--- src/rtl/align_sequencer_if.sv ---
// Operand-in / aligned-pair-out handshake bundle for the FP alignment sequencer.
interface align_sequencer_if #(
  parameter int ExponentSize = 8,
  parameter int FractionSize = 23
);
  localparam int AlignedWidth = FractionSize + 4;

  logic                    in_vld;
  logic                    in_rdy;
  logic                    sign1;
  logic                    sign2;
  logic [ExponentSize-1:0] exponent1;
  logic [ExponentSize-1:0] exponent2;
  logic [FractionSize-1:0] fraction1;
  logic [FractionSize-1:0] fraction2;

  logic                    out_vld;
  logic                    out_rdy;
  logic                    large_sign;
  logic                    small_sign;
  logic [ExponentSize-1:0] large_exponent;
  logic [AlignedWidth-1:0] large_mantissa;
  logic [AlignedWidth-1:0] small_mantissa;
  logic                    swapped;
  logic                    zero_flag;

  modport master (
    output in_vld, sign1, sign2, exponent1, exponent2, fraction1, fraction2, out_rdy,
    input  in_rdy, out_vld, large_sign, small_sign, large_exponent,
           large_mantissa, small_mantissa, swapped, zero_flag
  );

  modport slave (
    input  in_vld, sign1, sign2, exponent1, exponent2, fraction1, fraction2, out_rdy,
    output in_rdy, out_vld, large_sign, small_sign, large_exponent,
           large_mantissa, small_mantissa, swapped, zero_flag
  );
endinterface

--- src/rtl/align_sequencer.sv ---
// Iterative FP add/sub alignment: orders by exponent, shifts the smaller significand 1 bit/clk with sticky.
// Result valid min(D,AW-1)+1 edges counting the accept edge; DONE holds while out_rdy is low, accepts only in IDLE.
module align_sequencer #(
  parameter int ExponentSize = 8,
  parameter int FractionSize = 23
) (
  input logic              clk,
  input logic              rst,
  align_sequencer_if.slave bus
);
  localparam int AlignedWidth = FractionSize + 4;
  localparam int CountWidth   = $clog2(AlignedWidth);

  typedef enum logic [1:0] {IDLE, SHIFT, DONE} state_t;

  state_t                  state_q, state_d;
  logic [CountWidth-1:0]   count_q, count_init;
  logic [ExponentSize-1:0] eff1, eff2, diff;
  logic [AlignedWidth-1:0] m1, m2;
  logic                    swap, accept, shift_en;

  logic                    large_sign_q, small_sign_q, swapped_q, zero_flag_q;
  logic [ExponentSize-1:0] large_exponent_q;
  logic [AlignedWidth-1:0] large_mantissa_q, small_mantissa_q;

  // Denormals share the minimum normal exponent; the hidden bit comes from the raw exponent.
  assign eff1 = (bus.exponent1 == '0) ? ExponentSize'(1) : bus.exponent1;
  assign eff2 = (bus.exponent2 == '0) ? ExponentSize'(1) : bus.exponent2;
  assign m1   = {|bus.exponent1, bus.fraction1, 3'b000};
  assign m2   = {|bus.exponent2, bus.fraction2, 3'b000};
  assign swap = eff2 > eff1;
  assign diff = swap ? (eff2 - eff1) : (eff1 - eff2);
  assign count_init = (32'(diff) >= 32'(AlignedWidth - 1)) ? CountWidth'(AlignedWidth - 1)
                                                            : CountWidth'(diff);

  always_ff @(posedge clk or posedge rst) begin
    if (rst) state_q <= IDLE;
    else     state_q <= state_d;
  end

  always_comb begin
    state_d  = state_q;
    accept   = 1'b0;
    shift_en = 1'b0;
    case (state_q)
      IDLE: begin
        if (bus.in_vld) begin
          accept  = 1'b1;
          state_d = (count_init != '0) ? SHIFT : DONE;
        end
      end
      SHIFT: begin
        shift_en = 1'b1;
        if (count_q == CountWidth'(1)) state_d = DONE;
      end
      DONE: begin
        if (bus.out_rdy) state_d = IDLE;
      end
      default: state_d = IDLE;
    endcase
  end

  always_ff @(posedge clk or posedge rst) begin
    if (rst) begin
      count_q          <= '0;
      large_sign_q     <= 1'b0;
      small_sign_q     <= 1'b0;
      swapped_q        <= 1'b0;
      zero_flag_q      <= 1'b0;
      large_exponent_q <= '0;
      large_mantissa_q <= '0;
      small_mantissa_q <= '0;
    end else if (accept) begin
      count_q     <= count_init;
      swapped_q   <= swap;
      zero_flag_q <= (diff == '0);
      if (swap) begin
        large_sign_q     <= bus.sign2;
        small_sign_q     <= bus.sign1;
        large_exponent_q <= bus.exponent2;
        large_mantissa_q <= m2;
        small_mantissa_q <= m1;
      end else begin
        large_sign_q     <= bus.sign1;
        small_sign_q     <= bus.sign2;
        large_exponent_q <= bus.exponent1;
        large_mantissa_q <= m1;
        small_mantissa_q <= m2;
      end
    end else if (shift_en) begin
      // Bit 0 is sticky: it ORs in whatever falls off the bottom and never clears.
      small_mantissa_q <= {1'b0, small_mantissa_q[AlignedWidth-1:2],
                           small_mantissa_q[1] | small_mantissa_q[0]};
      count_q          <= count_q - CountWidth'(1);
    end
  end

  assign bus.in_rdy         = (state_q == IDLE);
  assign bus.out_vld        = (state_q == DONE);
  assign bus.large_sign     = large_sign_q;
  assign bus.small_sign     = small_sign_q;
  assign bus.swapped        = swapped_q;
  assign bus.zero_flag      = zero_flag_q;
  assign bus.large_exponent = large_exponent_q;
  assign bus.large_mantissa = large_mantissa_q;
  assign bus.small_mantissa = small_mantissa_q;
endmodule

--- src/flat_wrapper.sv ---
// flat-port wrapper written by rule: the top's interface ports become plain ports
module align_sequencer_flat 
#(
  parameter int ExponentSize = 8,
  parameter int FractionSize = 23
)
  (clk, rst, bus_in_vld, bus_sign1, bus_sign2, bus_exponent1, bus_exponent2, bus_fraction1, bus_fraction2, bus_out_rdy, bus_in_rdy, bus_out_vld, bus_large_sign, bus_small_sign, bus_large_exponent, bus_large_mantissa, bus_small_mantissa, bus_swapped, bus_zero_flag);
  align_sequencer_if #(.ExponentSize(ExponentSize), .FractionSize(FractionSize)) bus_i ();
  input logic clk;
  input logic rst;
  input wire logic [$bits(bus_i.in_vld)-1:0] bus_in_vld;
  input wire logic [$bits(bus_i.sign1)-1:0] bus_sign1;
  input wire logic [$bits(bus_i.sign2)-1:0] bus_sign2;
  input wire logic [$bits(bus_i.exponent1)-1:0] bus_exponent1;
  input wire logic [$bits(bus_i.exponent2)-1:0] bus_exponent2;
  input wire logic [$bits(bus_i.fraction1)-1:0] bus_fraction1;
  input wire logic [$bits(bus_i.fraction2)-1:0] bus_fraction2;
  input wire logic [$bits(bus_i.out_rdy)-1:0] bus_out_rdy;
  output wire logic [$bits(bus_i.in_rdy)-1:0] bus_in_rdy;
  output wire logic [$bits(bus_i.out_vld)-1:0] bus_out_vld;
  output wire logic [$bits(bus_i.large_sign)-1:0] bus_large_sign;
  output wire logic [$bits(bus_i.small_sign)-1:0] bus_small_sign;
  output wire logic [$bits(bus_i.large_exponent)-1:0] bus_large_exponent;
  output wire logic [$bits(bus_i.large_mantissa)-1:0] bus_large_mantissa;
  output wire logic [$bits(bus_i.small_mantissa)-1:0] bus_small_mantissa;
  output wire logic [$bits(bus_i.swapped)-1:0] bus_swapped;
  output wire logic [$bits(bus_i.zero_flag)-1:0] bus_zero_flag;
  assign bus_i.in_vld = bus_in_vld;
  assign bus_i.sign1 = bus_sign1;
  assign bus_i.sign2 = bus_sign2;
  assign bus_i.exponent1 = bus_exponent1;
  assign bus_i.exponent2 = bus_exponent2;
  assign bus_i.fraction1 = bus_fraction1;
  assign bus_i.fraction2 = bus_fraction2;
  assign bus_i.out_rdy = bus_out_rdy;
  assign bus_in_rdy = bus_i.in_rdy;
  assign bus_out_vld = bus_i.out_vld;
  assign bus_large_sign = bus_i.large_sign;
  assign bus_small_sign = bus_i.small_sign;
  assign bus_large_exponent = bus_i.large_exponent;
  assign bus_large_mantissa = bus_i.large_mantissa;
  assign bus_small_mantissa = bus_i.small_mantissa;
  assign bus_swapped = bus_i.swapped;
  assign bus_zero_flag = bus_i.zero_flag;
  align_sequencer #(.ExponentSize(ExponentSize), .FractionSize(FractionSize)) u_core (.clk(clk), .rst(rst), .bus(bus_i));
endmodule
--- config.mk ---
export PLATFORM = sky130hd
export DESIGN_NAME = align_sequencer_flat
export DESIGN_NICKNAME = d
export VERILOG_FILES = /design/src/rtl/align_sequencer_if.sv /design/src/rtl/align_sequencer.sv /design/src/flat_wrapper.sv
export SDC_FILE = /design/constraint.sdc
export NUM_CORES = 1
export LEC_CHECK = 0
export CELL_PAD_IN_SITES_DETAIL_PLACEMENT = 0
export CELL_PAD_IN_SITES_GLOBAL_PLACEMENT = 1
export CORE_ASPECT_RATIO = 0.5
export CORE_MARGIN = 3
export CORE_UTILIZATION = 35
export DETAILED_ROUTE_END_ITERATION = 7
export PLACE_DENSITY = 0.84
export SLEW_MARGIN = 30
export SYNTH_ARGS = -nofsm -noshare
export SYNTH_HDL_FRONTEND = slang
export SYNTH_SLANG_ARGS = --single-unit
--- constraint.sdc ---
create_clock -name clk -period 3.1 [get_ports clk]
set_input_delay 0.62 -clock clk [delete_from_list [all_inputs] [get_ports clk]]
set_output_delay 0.62 -clock clk [all_outputs]
set_load 0.005 [all_outputs]
==> After elaboration in Yosys (flattened, before gate mapping) <==
Index checks and enable logic that the tools add are counted.
{ "word_totals": {"ff_bits": 73, "wordCells": 51, "output_inout_bits": 68} }
{ "classes": {"eq_ne": 6, "n_lt_le_gt_ge": 2, "muxes": 21, "n_bitwise": 1, "addsub": 3, "n_reduce_logical": 9} }
{ "op_table": {"columns": ["cell", "n"], "rows": [
  ["27-bit 2-to-1 mux", 4],
  ["8-bit 2-to-1 mux", 4],
  ["8-bit logical NOT", 3],
  ["8-bit OR reduction", 2],
  ["8-bit subtractor", 2],
  ["5-bit 2-to-1 mux", 3],
  ["8-bit by 5-bit greater-or-equal comparator with 1-bit output (second input constant)", 1],
  ["8-bit greater-than comparator", 1],
  ["2-bit 2-to-1 mux", 4],
  ["2-bit one-hot mux with 3 select lines", 1],
  ["5-bit by 1-bit == test with 1-bit output (second input constant)", 1],
  ["1-bit 2-to-1 mux", 5],
  ["5-bit nonzero test", 1],
  ["5-bit by 1-bit subtractor with 5-bit output (second input constant)", 1],
  ["2-bit inequality test (second input constant)", 2],
  ["3-bit AND reduction", 1],
  ["2-bit by 1-bit == test with 1-bit output (second input constant)", 1],
  ["2-bit == test (second input constant)", 1],
  ["2-bit logical NOT", 1],
  ["2-bit by 1-bit inequality test with 1-bit output (second input constant)", 1],
  ["2-bit nonzero test", 1],
  ["1-bit bitwise OR", 1]
]} }

==> Depth between registers and ports, before layout <==
Gate-level depths: netlist of run 1.
{ "logic_depth": {"depth_word": 10, "ltp_mapped": 16, "ltp_nobuf": 14} }

==> Worst setup path after synthesis of run 1 <==
No wires, ideal clock.
{ "synth_path": {"kind": "input -> register", "start": "in bus_exponent2[5]", "end": "reg u_core.state_q[0]", "arrival_time_ns": 3.272, "setup_slack_ns": -0.306, "setup_ns": 0.134, "path_stages": 14, "n_path_buf": 0, "cell_sequence": "nor4_1 nand2_1 nand2b_1 inv_1 ha_1 inv_1 fa_1 nand3_4 a31o_1 a222oi_1 o211ai_1 o22a_1 or4_4 o2bb2ai_2"} }
{ "synth_via": {"elab_chain_len": 10} }
{ "synth_lines": {"columns": ["element", "line", "text"], "rows": [
  ["from (decl)", "flat_wrapper.sv:15", "input wire logic [$bits(bus_i.exponent2)-1:0] bus_exponent2;"],
  ["8-bit logical NOT", "align_sequencer.sv:28", "assign eff2 = (bus.exponent2 == '0) ? ExponentSize'(1) : bus.exponent2;"],
  ["8-bit 2-to-1 mux *", "align_sequencer.sv:28", null],
  ["8-bit subtractor or 8-bit greater-than comparator (tied branches)", "align_sequencer.sv:32, align_sequencer.sv:31", null],
  ["8-bit 2-to-1 mux *", "align_sequencer.sv:32", "assign diff = swap ? (eff2 - eff1) : (eff1 - eff2);"],
  ["8-bit by 5-bit greater-or-equal comparator with 1-bit output", "align_sequencer.sv:33", "assign count_init = (32'(diff) >= 32'(AlignedWidth - 1)) ? CountWidth'(AlignedWidth - 1)"],
  ["5-bit 2-to-1 mux *", "align_sequencer.sv:33", null],
  ["5-bit nonzero test *", "align_sequencer.sv:49", "state_d = (count_init != '0) ? SHIFT : DONE;"],
  ["2-bit 2-to-1 mux *", "align_sequencer.sv:49", null],
  ["2-bit 2-to-1 mux *", "align_sequencer.sv:47", "if (bus.in_vld) begin"],
  ["2-bit one-hot mux with 3 select lines *", "align_sequencer.sv:45", "case (state_q)"],
  ["to (signal assigned)", "align_sequencer.sv:38", "else state_q <= state_d;"],
  ["to (decl)", "align_sequencer.sv:16", "state_t state_q, state_d;"]
]} }
Mark *: on every way between the ends. The rest lies on a longest branch, timed or not. The select of a mux whose other input is x is not followed.
A chain may end at the register's enable or synchronous reset.

==> Final worst setup path of run 1 <==
{ "layout_path": {"start": "in bus_exponent2[4]", "end": "reg u_core.state_q[0]"} }
Same word-level chain as after synthesis.

==> results of run 1 <==
-- flip-flops by register name, summed over array words and instances, names as in the netlist --
register,count
u_core.count_q,5
u_core.state_q,2
u_core.bus.swapped,1
u_core.bus.zero_flag,1
u_core.bus.large_sign,1
u_core.bus.large_mantissa,24
u_core.bus.small_sign,1
u_core.bus.small_mantissa,27
u_core.bus.large_exponent,8
-- final timing paths --
| path | depth (start not counted) | end | slack, ns | from |
|---|---|---|---|---|
| max in group asynchronous | 3 | u_core.bus.small_mantissa[18] | 1.76 | rst |
| max reg2reg | 5 | u_core.count_q[0] | 1.28 | u_core.state_q[1] |
| min in group asynchronous | 2 | u_core.bus.large_mantissa[18] | 0.69 | rst |
| min | 2 | u_core.bus.zero_flag | 0.47 | u_core.bus.zero_flag |
| min reg2reg | 2 | u_core.bus.zero_flag | 0.47 | u_core.bus.zero_flag |
| max | 15 | u_core.state_q[0] | -0.17 | bus_exponent2[4] |
-- routing by layer --
layer / vias to the layer above / wire [um]
li1: 2172 / -
met1: 2011 / 6120
met2: 82 / 6350
met3: 10 / 474
met4: 0 / 103
met5: - / 0
-- cells in the mapped netlist (2+ instances only) --
master / n
xor2_1: 4
a211oi_1: 3
a31o_2: 2
fa_1: 2
nand2b_1: 5
o21ai_2: 2
nor3_1: 3
mux2i_1: 57
buf_2: 9
o22ai_1: 4
ha_1: 17
a21oi_1: 43
inv_1: 27
nand4_1: 3
dfrtp_1: 70
nand2_1: 75
xnor2_1: 4
and3_1: 2
nor2_1: 38
nor2b_1: 3
o21ai_0: 71
o31a_1: 2
nor4_1: 7
clkbuf_1: 36
or2_2: 2
nand3_1: 4
buf_4: 4
o211ai_1: 2
a31o_1: 2
-- critical path, cell delays in order --
cell	delay, ns
buf_8	0.10
nor4_4	0.26
nand2_1	0.11
nand2b_1	0.11
buf_4	0.12
ha_4	0.12
inv_2	0.04
fa_2	0.36
a211oi_2	0.24
o21ai_1	0.10
a21oi_1	0.20
o2111ai_2	0.17
o22a_1	0.24
or4_4	0.53
o2bb2ai_2	0.14
-- stage by stage --
| stage | setup WS [ns] | TNS [ns] | hold slack (ns) | cell area [sq um] | cells |
|---|---|---|---|---|---|
| after floorplan | -0.155 | -0.311 | 0.473 | 4520 | 525 |
| after global placement | -0.798 | -37.13 | 0.462 | 6350 | 834 |
| after detailed placement | -0.832 | -39.98 | 0.466 | 6350 | 834 |
| after CTS | -0.205 | -0.455 | 0.479 | 6950 | 876 |
| after global routing | -0.296 | -3.62 | 0.508 | 7070 | 880 |
| final | -0.167 | -0.414 | 0.473 | 7070 | 880 |
-- what timing repair did --
action / 4_1_cts / 5_1_grt
resized for setup: 73 / 26
gates cloned: 2 / 2
buffers inserted: 27 / 5
setup endpoints to repair: 64 / 44
pin swaps: 21 / 18
hold endpoints to repair: 0 / 0
-- power groups by stage --
stage | Combinational, uW | Sequential (uW) | Clock (uW)
after floorplan | 967 | 1570 | 0
after global placement | 2100 | 1560 | 0
after detailed placement | 2140 | 1580 | 0
after CTS | 2220 | 1560 | 1070
after global routing | 2510 | 1620 | 1120
final | 2270 | 1570 | 1040
-- cells in the final DEF (no fill, tap or decap), drive strengths merged, types with 3 or more instances in the layout --
master and n:
clkinvlp 3, xor2 4, o22ai 4, nand2b 5, buf 98, a211oi 3
conb 3, nor4 7, a21oi 44, nor3 3, clkdlybuf4s15 5, nand2 75
ha 17, o21ai 74, nor2 38, clkdlybuf4s50 116, mux2i 57, nand3 5
xnor2 4, clkbuf 13, nand4 3, nor2b 3, dfrtp 70, inv 27
a31o 4
-- layout make-up --
cell class,instances,area [sq um]
clock inverters,5,57.6
fillers,1130,5050
multi-input cells,378,2570
clock buffers,11,253
repair buffers,224,2140
well taps,165,206
inverters,27,101
flip-flops and latches,70,1750
-- kinds of logic after synthesis --
group                    after synthesis  share of synthesized area [%]
multiplexers                          57                           12.8
AND/OR/NAND/NOR                      149                           15.2
buffers and inverters                 77                           7.26
AO/OA/AOI/OAI                        142                           18.0
other                                  1                         0.0843
adder cells (fa/ha/maj)               19                           5.68
XOR/XNOR                               8                           1.58
flip-flops                            70                           39.4
==> run_results.csv, run 1 <==
group,metric,value,unit
outcome,run_status,"finished, violations left",
outcome,failed_checks,"setup timing",
synthesis,syn_inst,523,
global_routing,grt_use_met3,3.57,%
sta,worst_pin_slew,0.639,ns
drt,wl,13.0,mm
synthesis,ys_top_cells_by_area,"dfrtp_1 (39%), mux2i_1 (13%), o21ai_0 (8.0%)",
clock_tree,clk_latency,0.32,ns
drt,viasPerCell,4.86,
synthesis,yosys.area.top_type,"dfrtp_1",
pwr,p_comb_share,46.5,%
drt,drtAntennaViolNets,0,
sta,setup_violations,5,
synthesis,synth_edf_count,0,
drt,drtIter0Drc,154,
global_routing,overflow,0,
sta,grt_setup_unrepaired,"yes",
synthesis,avgSynthCellArea,8.50,sq um
drt,wl_per_cell,14.8,um
pwr,ir_drop,0.000340,V
pwr,pwr-share-clk,21.4,%
place,detailed_place_hpwl,9.31,mm
clock_tree,cts_buffers,9,
run,drv_cap,0,
sta,drv_slew,0,
drt,drc,0,
global_routing,track_usage,18.3,%
synthesis,ys_warn_count,0,
pwr,p_leak,0.00322,uW
worst_setup_path,path_class,"in -> reg",
clock_tree,cts_hold_buf,0,
worst_hold_path,holdCritPathClass,"reg -> reg",
place,finalWeightedCongestion,0.852,
clock_tree,cts_max_level,3,
worst_setup_path,critPathCaptureType,"flop",
global_routing,grt_pass1_vias,4163,
synthesis,synth-async-reset-ratio,100,%
clock_tree,cts_root_buf,"clkbuf_16",
global_routing,top_usage_layer,"met2",
global_routing,antenna_found_initial,0,
pwr,powerDensity,689,nW/um^2
floorplan,die-area,14200,sq um
global_routing,met1_usage,24.0,%
pwr,power.switching,1640,uW
drt,drt_first_pass_iters,6,
synthesis,synth_top_area_share,39.4,%
final_layout,drive_above_1_share,22.7,%
worst_setup_path,crit_required,3.29,ns
floorplan,ios,136,
drt,vias,4275,
sta,fin_ws,-0.167,ns
pwr,sw_frac_of_total,33.6,%
pwr,internal-power,3240,uW
sta,finalClockSkew,0.00345,ns
floorplan,die_height,85.7,um
floorplan,core_area,12100,sq um
final_layout,area.growth.synth_to_final,59.1,%
sta,slew_headroom,57.3,%
pwr,p_total,4870,uW
sta,fmax,306,MHz
final_layout,nNetsFinal,797,
clock_tree,clock_sinks,70,
clock_tree,cts_tree,"yes",
final_layout,postLayoutCoreUtil,58.4,%
global_routing,met2_usage,31.5,%
floorplan,start_util,36.7,%
floorplan,num_rows,28,
sta,hold_viol,0,
clock_tree,clk_pin_slew_worst_paths,0.05,ns
final_layout,diodes,0,
floorplan,die_width,165,um
synthesis,ys_seq_area_share,39.4,%
worst_setup_path,startpoint_type,"input port",
synthesis,ys.flop_type,"dfrtp_1",
pwr,pwr-share-seq,32.1,%
synthesis,synth_seq_cells,70,
synthesis,syn_area,4450,sq um
sta,fin_crit_sh,105,%
global_routing,grt_max_degree,51,
global_routing,grt_pass1_wl,20.8,mm
worst_setup_path,critPathMaxFanout,3,
clock_tree,cts_buffer_depth,2,
worst_setup_path,crit_arrival,3.46,ns
place,io_buffers,132,
synthesis,ys_types,49,
sta,period_minus_slack,3.27,ns
(Power assumes the default switching activity.)
==> run 2, diff against run 1 <==
--- a/config.mk
+++ b/config.mk
@@ -11,6 +11,7 @@
 export CORE_MARGIN = 3
 export CORE_UTILIZATION = 35
 export DETAILED_ROUTE_END_ITERATION = 7
+export GPL_ROUTABILITY_DRIVEN = 1
 export PLACE_DENSITY = 0.84
 export SLEW_MARGIN = 30
 export SYNTH_ARGS = -nofsm -noshare
==> results of run 2 <==
Same layout as run 1: the final DEF is identical, and so are final timing and power.
